`src/rtl/oneapi_avs_to_axs_pixel_gasket.sv`:
```
// Avalon-ST pixel sink to AXI4-Stream pixel source with channel repack, empty masking and a 2-entry skid buffer.
// Optional build macro AVS_TO_AXS_SATURATE_EN: saturate channels whose dropped upper bits are non-zero.
module oneapi_avs_to_axs_pixel_gasket #(
  parameter int PARALLEL_PIXELS     = 4,
  parameter int BITS_PER_CHANNEL    = 12,
  parameter int CHANNELS            = 3,
  parameter int BITS_PER_CHANNEL_AV = 1 << $clog2(BITS_PER_CHANNEL),
  parameter int BITS_PER_PIXEL_AV   = BITS_PER_CHANNEL_AV * CHANNELS,
  parameter int BITS_AV             = BITS_PER_PIXEL_AV * PARALLEL_PIXELS,
  parameter int EMPTY_BITS          = $clog2(BITS_AV / 8),
  parameter int BITS_PER_PIXEL_AXI  = 8 * ((CHANNELS * BITS_PER_CHANNEL + 7) / 8),
  parameter int BITS_AXI            = BITS_PER_PIXEL_AXI * PARALLEL_PIXELS,
  parameter int TUSER_BITS          = (BITS_AXI + 7) / 8
) (
  input  logic                  csi_clk,
  input  logic                  rsi_reset,
  output logic                  asi_ready,
  input  logic                  asi_valid,
  input  logic [BITS_AV-1:0]    asi_data,
  input  logic                  asi_startofpacket,
  input  logic                  asi_endofpacket,
  input  logic [EMPTY_BITS-1:0] asi_empty,
  input  logic                  axm_tready,
  output logic                  axm_tvalid,
  output logic [BITS_AXI-1:0]   axm_tdata,
  output logic                  axm_tlast,
  output logic [TUSER_BITS-1:0] axm_tuser
);

  // state     | meaning
  // ST_IDLE   | between packets; beats without sop are accepted and discarded
  // ST_IN_PKT | inside a packet; every accepted beat is forwarded
  typedef enum logic {ST_IDLE, ST_IN_PKT} state_t;

  localparam int DROP_BITS = BITS_PER_CHANNEL_AV - BITS_PER_CHANNEL;
  localparam int NUM_CH    = PARALLEL_PIXELS * CHANNELS;

  state_t                state_q, state_d;
  logic                  asi_ready_q, asi_ready_d;
  logic                  out_valid_q, out_valid_d;
  logic [BITS_AXI-1:0]   out_data_q, out_data_d;
  logic                  out_last_q, out_last_d;
  logic                  out_sop_q, out_sop_d;
  logic                  skid_valid_q, skid_valid_d;
  logic [BITS_AXI-1:0]   skid_data_q, skid_data_d;
  logic                  skid_last_q, skid_last_d;
  logic                  skid_sop_q, skid_sop_d;

  logic                  acc;
  logic                  fwd;
  logic                  drain;
  int                    pix_invalid;
  logic [NUM_CH-1:0]     chan_hi;
  logic [BITS_AXI-1:0]   beat_axi;

  // Repack every channel; pixels counted from the top of an eop beat by asi_empty are zeroed.
  always_comb begin
    logic [BITS_PER_CHANNEL-1:0] chan_val;
    chan_val    = '0;
    beat_axi    = '0;
    chan_hi     = '0;
    pix_invalid = asi_endofpacket ? (int'(asi_empty) * 8) / BITS_PER_PIXEL_AV : 0;
    for (int p = 0; p < PARALLEL_PIXELS; p++) begin
      for (int c = 0; c < CHANNELS; c++) begin
        chan_hi[p*CHANNELS + c] =
          |asi_data[p*BITS_PER_PIXEL_AV + c*BITS_PER_CHANNEL_AV + BITS_PER_CHANNEL +: DROP_BITS];
`ifdef AVS_TO_AXS_SATURATE_EN
        chan_val = chan_hi[p*CHANNELS + c] ? '1
                   : asi_data[p*BITS_PER_PIXEL_AV + c*BITS_PER_CHANNEL_AV +: BITS_PER_CHANNEL];
`else
        chan_val = asi_data[p*BITS_PER_PIXEL_AV + c*BITS_PER_CHANNEL_AV +: BITS_PER_CHANNEL];
`endif
        if (p < PARALLEL_PIXELS - pix_invalid) begin
          beat_axi[p*BITS_PER_PIXEL_AXI + c*BITS_PER_CHANNEL +: BITS_PER_CHANNEL] = chan_val;
        end
      end
    end
  end

`ifndef AVS_TO_AXS_SATURATE_EN
  logic unused_chan_hi;
  assign unused_chan_hi = |chan_hi;
`endif

  always_comb begin
    acc   = asi_valid & asi_ready_q;
    fwd   = acc & (asi_startofpacket | (state_q == ST_IN_PKT));
    drain = out_valid_q & axm_tready;

    state_d      = state_q;
    out_valid_d  = out_valid_q;
    out_data_d   = out_data_q;
    out_last_d   = out_last_q;
    out_sop_d    = out_sop_q;
    skid_valid_d = skid_valid_q;
    skid_data_d  = skid_data_q;
    skid_last_d  = skid_last_q;
    skid_sop_d   = skid_sop_q;

    if (acc) begin
      if (asi_startofpacket) begin
        state_d = asi_endofpacket ? ST_IDLE : ST_IN_PKT;
      end else if (asi_endofpacket) begin
        state_d = ST_IDLE;
      end
    end

    // The output register refills from the skid entry first so order is preserved.
    if (!out_valid_q || drain) begin
      if (skid_valid_q) begin
        out_valid_d  = 1'b1;
        out_data_d   = skid_data_q;
        out_last_d   = skid_last_q;
        out_sop_d    = skid_sop_q;
        skid_valid_d = fwd;
        if (fwd) begin
          skid_data_d = beat_axi;
          skid_last_d = asi_endofpacket;
          skid_sop_d  = asi_startofpacket;
        end
      end else begin
        out_valid_d = fwd;
        if (fwd) begin
          out_data_d = beat_axi;
          out_last_d = asi_endofpacket;
          out_sop_d  = asi_startofpacket;
        end
      end
    end else if (fwd) begin
      skid_valid_d = 1'b1;
      skid_data_d  = beat_axi;
      skid_last_d  = asi_endofpacket;
      skid_sop_d   = asi_startofpacket;
    end

    asi_ready_d = !(out_valid_d && skid_valid_d);
  end

  always_ff @(posedge csi_clk or posedge rsi_reset) begin
    if (rsi_reset) begin
      state_q      <= ST_IDLE;
      asi_ready_q  <= 1'b0;
      out_valid_q  <= 1'b0;
      out_data_q   <= '0;
      out_last_q   <= 1'b0;
      out_sop_q    <= 1'b0;
      skid_valid_q <= 1'b0;
      skid_data_q  <= '0;
      skid_last_q  <= 1'b0;
      skid_sop_q   <= 1'b0;
    end else begin
      state_q      <= state_d;
      asi_ready_q  <= asi_ready_d;
      out_valid_q  <= out_valid_d;
      out_data_q   <= out_data_d;
      out_last_q   <= out_last_d;
      out_sop_q    <= out_sop_d;
      skid_valid_q <= skid_valid_d;
      skid_data_q  <= skid_data_d;
      skid_last_q  <= skid_last_d;
      skid_sop_q   <= skid_sop_d;
    end
  end

  assign asi_ready  = asi_ready_q;
  assign axm_tvalid = out_valid_q;
  assign axm_tdata  = out_data_q;
  assign axm_tlast  = out_last_q;
  assign axm_tuser  = {{(TUSER_BITS-1){1'b0}}, out_sop_q};

endmodule

```
`config.mk`:
```
export PLATFORM = sky130hd
export DESIGN_NAME = oneapi_avs_to_axs_pixel_gasket
export DESIGN_NICKNAME = d
export VERILOG_FILES = /design/src/rtl/oneapi_avs_to_axs_pixel_gasket.sv
export SDC_FILE = /design/constraint.sdc
export NUM_CORES = 1
export LEC_CHECK = 0
export ABC_AREA = 1
export CORE_AREA = 5 5 180 182
export CTS_CLUSTER_SIZE = 14
export DETAILED_ROUTE_END_ITERATION = 10
export DIE_AREA = 0 0 185 187
export PLACE_DENSITY = 0.76
export SYNTH_ARGS = -nofsm -noshare
export SYNTH_HDL_FRONTEND = slang
export SYNTH_SLANG_ARGS = --single-unit
```
`constraint.sdc`:
```
create_clock -name csi_clk -period 29.1 [get_ports csi_clk]
set_input_delay 5.82 -clock csi_clk [delete_from_list [all_inputs] [get_ports csi_clk]]
set_output_delay 5.82 -clock csi_clk [all_outputs]
set_load 0.1 [all_outputs]
```
# Word-level counts from Yosys, hierarchy flattened
# Cells that the tools add are included.
# Widths: inputs -> output; s select.
# op_classes
add_sub_neg	1
multipliers	0
n_div	1
n_lt_le_gt_ge	4
eq_ne	1
shift	0
n_mux	36
bitwise_logic	4
reduce_logical	8
# ops
op	count
$mux 160	5
$mux 12	12
$lt 3x32->1 const A	2
$div 9x7->32 const B	1
$lt 1x32->1 const A	1
$lt 2x32->1 const A	1
$mux 32	1
$sub 4x32->32 const A	1
$mux 1	18
$reduce_and 2->1	2
$reduce_bool 2->1	2
$and 1x1->1	3
$logic_not 1->1	2
$ne 2x2->1 const B	1
$logic_and 1x1->1	1
$logic_or 1x1->1	1
$or 1x1->1	1
# totals
register_bits	328
latch_bits	0
ramBits	0
romBits	0
input_bits	203
output_inout_bits	183
elab_cells	65
memories	0

# Depth between registers and ports, before layout
# logic_depth
word_depth	8
depth_mapped	17
ltp_nobuf	15

# Least setup slack after synthesis
# OpenSTA, ideal clock, no wires.
# synth_timing
kind	input to register
from	input asi_empty[3]
to	register out_data_q[40] (netlist: axm_tdata[40])
setup_time_ns	0.120
arrival_ns	7.539
t_required_ns	28.980
path_slack_ns	21.442
path_stages	16
n_path_buf	2
cell_sequence	inv_1 -> nor2_1 -> nor2_1 -> nand2_1 -> nand2_1 -> ha_1 -> inv_1 -> ha_1 -> nand2_2 -> or2_2 -> buf_2 -> buf_2 -> nand3_1 -> nand2_1 -> nand2_1 -> nand2_1
# synth_via
elab_chain_len	7
# synth_lines
element	line_no	rtl
start: declaration	22	input logic [EMPTY_BITS-1:0] asi_empty,
$div 9x7->32	62	pix_invalid = asi_endofpacket ? (int'(asi_empty) * 8) / BITS_PER_PIXEL_AV : 0;
$mux 32	62	
$sub 4x32->32	73	if (p < PARALLEL_PIXELS - pix_invalid) begin
$lt 2x32->1	73	
$mux 12	73	
$mux 160	123	if (fwd) begin
$mux 160	110	if (skid_valid_q) begin
end signal: assignment	155	out_data_q <= out_data_d;
end: declaration	41	logic [BITS_AXI-1:0] out_data_q, out_data_d;
# No other way between the ends. The select of a mux whose other input is x is not followed.
# A chain may end at the register's enable or synchronous reset.

# Worst setup path in the final report
# layout_timing
from	input asi_empty[3]
to	register skid_data_q[47]
# layout_via
elab_chain_len	8
# layout_lines
element	line_no	rtl
$div 9x7->32 *	62	
$mux 32 *	62	
$sub 4x32->32 *	73	
$lt 2x32->1 *	73	
$mux 12 *	73	
$mux 160 *	116, 129	
$mux 160	110	
$mux 160 *	109	if (!out_valid_q || drain) begin
end signal: assignment	159	skid_data_q <= skid_data_d;
end: declaration	45	logic [BITS_AXI-1:0] skid_data_q, skid_data_d;
# Mark *: on every way between the ends. The rest lies on a longest branch, timed or not. The select of a mux whose other input is x is not followed.

==> flow_summary_export.csv <==
group,metric,value,unit
outcome,status,"completed",
die,start_util,0.4444,
logic_synthesis,synth_top_cell_by_area,"dfrtp_1",
timing,fmax,115.8,MHz
routing,drtIter0Drc,914,
layout,final_nets,2150,
worst_setup_path,endpoint,"skid_data_q[47]$_DFFE_PP0P_",
clock_tree,ctsHoldBuffers,0,
logic_synthesis,synth_edf_count,0,
layout,drive_gt1_frac,0.04112,
worst_setup_path,r2r-end,"axm_tdata[13]$_DFFE_PP0P_",
die,design.core.area,0.03043,mm²
global_routing,grt_pass1_vias,11940,
logic_synthesis,yosysMostFrequentCell,"nand2_1",
logic_synthesis,synth.distinct_cells,27,
placed_design,dp_hpwl,23.48,mm
timing,setup-violations-final,0,
min_path,min_path_type,"reg2reg",
worst_setup_path,path_max_fanout,37,
global_routing,antenna_found_initial,6,
logic_synthesis,synth_flop_cell,"dfrtp_1",
layout,nFillCells,2689,
worst_setup_path,crit_cells,13,
timing,post-route-period-util,0.2967,
routing,dr.pass1.iters,5,
run,maxCapViolations,0,
clock_tree,htreeDepth,2,
routing,viasPerCell,5.088,
timing,rsz0062_at_grt,"false",
clock_tree,insertion_delay,0.51,ns
routing,via_count,12060,
clock_tree,cts.clk_slew.worst_paths,0.06,ns
routing,ant_nets,0,
worst_setup_path,worstRegToRegCells,6,
global_routing,grt_usage,0.2142,
logic_synthesis,yosysTopAreaCellShare,0.5477,
timing,setup_tns,0,ns
die,rows,64,
timing,worst_pin_slew,1.182,ns
worst_setup_path,rrSetupSlack,25.56,ns
routing,wire_per_inst,15.93,µm
clock_tree,root_buffer,"clkbuf_16",
logic_synthesis,syn_area,0.01352,mm²
logic_synthesis,synthArstFlopShare,1.000,
clock_tree,postCtsResizedCells,0,
timing,slew_viol_final,0,
timing,period_minus_slack,8.635,ns
die,dieArea,0.03460,mm²
die,pin_count,386,
logic_synthesis,avgSynthCellArea,7.881,µm²
logic_synthesis,synth-seq-cells,296,
worst_setup_path,cp_num_buf_inv,3,
global_routing,grt_remaining_overflow,0,
worst_setup_path,cp-start-kind,"input pin",
worst_setup_path,path_cells,"clkdlybuf4s50_1, inv_1, nor2_1, nor2_1, nand2_1, nand2_1, ha_1, inv_1, ha_1, nand2_2, or2_2, nand3_1, o21ai_0",
worst_setup_path,cpPeakStageDelay,0.80,ns
global_routing,grt_max_degree,257,
worst_setup_path,crit_arrival,9.02,ns
logic_synthesis,yosysSeqAreaShare,0.5477,
die,die_y,187,µm
worst_setup_path,r2r-start,"skid_valid_q$_DFF_PP0_",
worst_setup_path,crit_required,29.48,ns
timing,hold_violations,0,
logic_synthesis,synthTopCellsByArea,"dfrtp_1 (55%), nand2_1 (18%), o21ai_0 (6.4%)",
clock_tree,post_cts_buffers,0,
layout,areaGrowthSynthToFinish,30.38,%
routing,routed_wl,37.76,mm
placed_design,globalplace.congestion,0.7829,
worst_setup_path,critical_path.top_delay_family,"simple AND/OR/NAND/NOR gates",
die,die_w,185,µm
min_path,min-delay-start,"axm_tdata[50]$_DFFE_PP0P_",
clock_tree,cts_buffer_depth,3,
worst_setup_path,crit_path_end_kind,"flop",
clock_tree,numCtsBuffers,34,
clock_tree,cts_sinks,296,
logic_synthesis,ys_warn_count,0,
placed_design,numPortBuffers,301,
global_routing,grt_pass1_wl,61.95,mm
logic_synthesis,synth_cells,1716,
clock_tree,cts_tree,"built",
timing,slew_headroom,0.2120,
routing,post-route-drc-count,0,
worst_setup_path,setup.worst_path.start,"asi_empty[3]",
timing,fin_skew,0.01573,ns
logic_synthesis,synthTopCellsByCount,"nand2_1 (647), dfrtp_1 (296), nor2_1 (215), o21ai_0 (172), nand3_1 (91)",
worst_setup_path,crit_slowest_cell,"or2_2",
worst_setup_path,worst-setup-path-type,"in2reg",
per-layer routing:
metal,global-route usage,up-vias,part of all wire
li1,-,5812,-
met1,0.2843,5812,0.42
met2,0.3457,354,0.48
met3,0.04920,77,0.066
met4,0.07595,4,0.035
met5,0,-,0.00069
per-stage QoR:
stage / cells / hold WS (ns) / worst slack (ns) / cell area [µm²] / util
CTS: 2366 / 0.4804 / 20.45 / 17620 / 0.5791
global placement: 2305 / 0.4609 / 20.03 / 16450 / 0.5405
global route: 2370 / 0.4906 / 20.15 / 17630 / 0.5794
floorplan: 1750 / 0.4479 / 15.10 / 13650 / -
finish: 2370 / 0.4745 / 20.46 / 17630 / 0.5794
detailed placement: 2305 / 0.4643 / 19.96 / 16450 / 0.5405
flip-flops by register name (all words and copies together) (netlist names):
register and cells:
asi_ready 1, axm_tdata 144, axm_tlast 1, axm_tvalid 1
out_sop_q 1, skid_data_q 144, skid_last_q 1, skid_sop_q 1
skid_valid_q 1, state_q 1
cell families after synthesis:
| group | after synthesis | share of synthesized area |
|---|---|---|
| and+or+nand+nor | 959 | 0.2771 |
| DFF | 296 | 0.5477 |
| AOI/OAI and AO/OA | 261 | 0.09845 |
| buffers and inverters | 197 | 0.07457 |
| adders and majority gates | 2 | 0.001850 |
| other | 1 | 0.0002773 |
tightest hold or removal path: stages (launching register included):
cell,delay [ns]
dfrtp_1,0.34
nand2_1,0.05
nand2_1,0.05
how the worst min path moves through the flow:
stage	depth (start not counted)	to
5_1_grt	2	axm_tdata[127]$_DFFE_PP0P_
3_5_place_dp	2	axm_tdata[145]$_DFFE_PP0P_
6_report	2	axm_tdata[50]$_DFFE_PP0P_
2_1_floorplan	2	skid_data_q[0]$_DFFE_PP0P_
4_1_cts	2	axm_tdata[50]$_DFFE_PP0P_
3_3_place_gp	2	axm_tdata[50]$_DFFE_PP0P_
layout by cell type (no fill, tap or decap), types with 2 or more instances in the layout:
cell type,instances
a21oi_1,73
a31oi_1,2
buf_12,2
buf_4,7
bufinv_16,2
clkbuf_1,6
clkbuf_16,37
clkbuf_8,9
clkdlybuf4s50_1,301
clkinv_2,5
conb_1,35
dfrtp_1,296
diode_2,4
ha_1,2
inv_1,39
inv_2,4
inv_6,2
nand2_1,647
nand3_1,91
nor2_1,214
nor2_2,2
o21ai_0,172
o21ai_1,10
o21ai_4,2
area by class of cell:
class | count | area [µm²] | area share
Inverter | 46 | 187.7 | 0.01064
Sequential cell | 296 | 7407 | 0.4201
Clock inverter | 9 | 101.3 | 0.005748
Antenna cell | 4 | 10.01 | 0.0005677
Tap cell | 396 | 495.5 | 0.02810
Multi-Input combinational cell | 1257 | 5253 | 0.2979
Timing Repair Buffer | 310 | 3105 | 0.1761
Clock buffer | 52 | 1072 | 0.06081
Power is not shown: default switching activity piles up to over one toggle a cycle in this logic, so the estimate is an artifact.
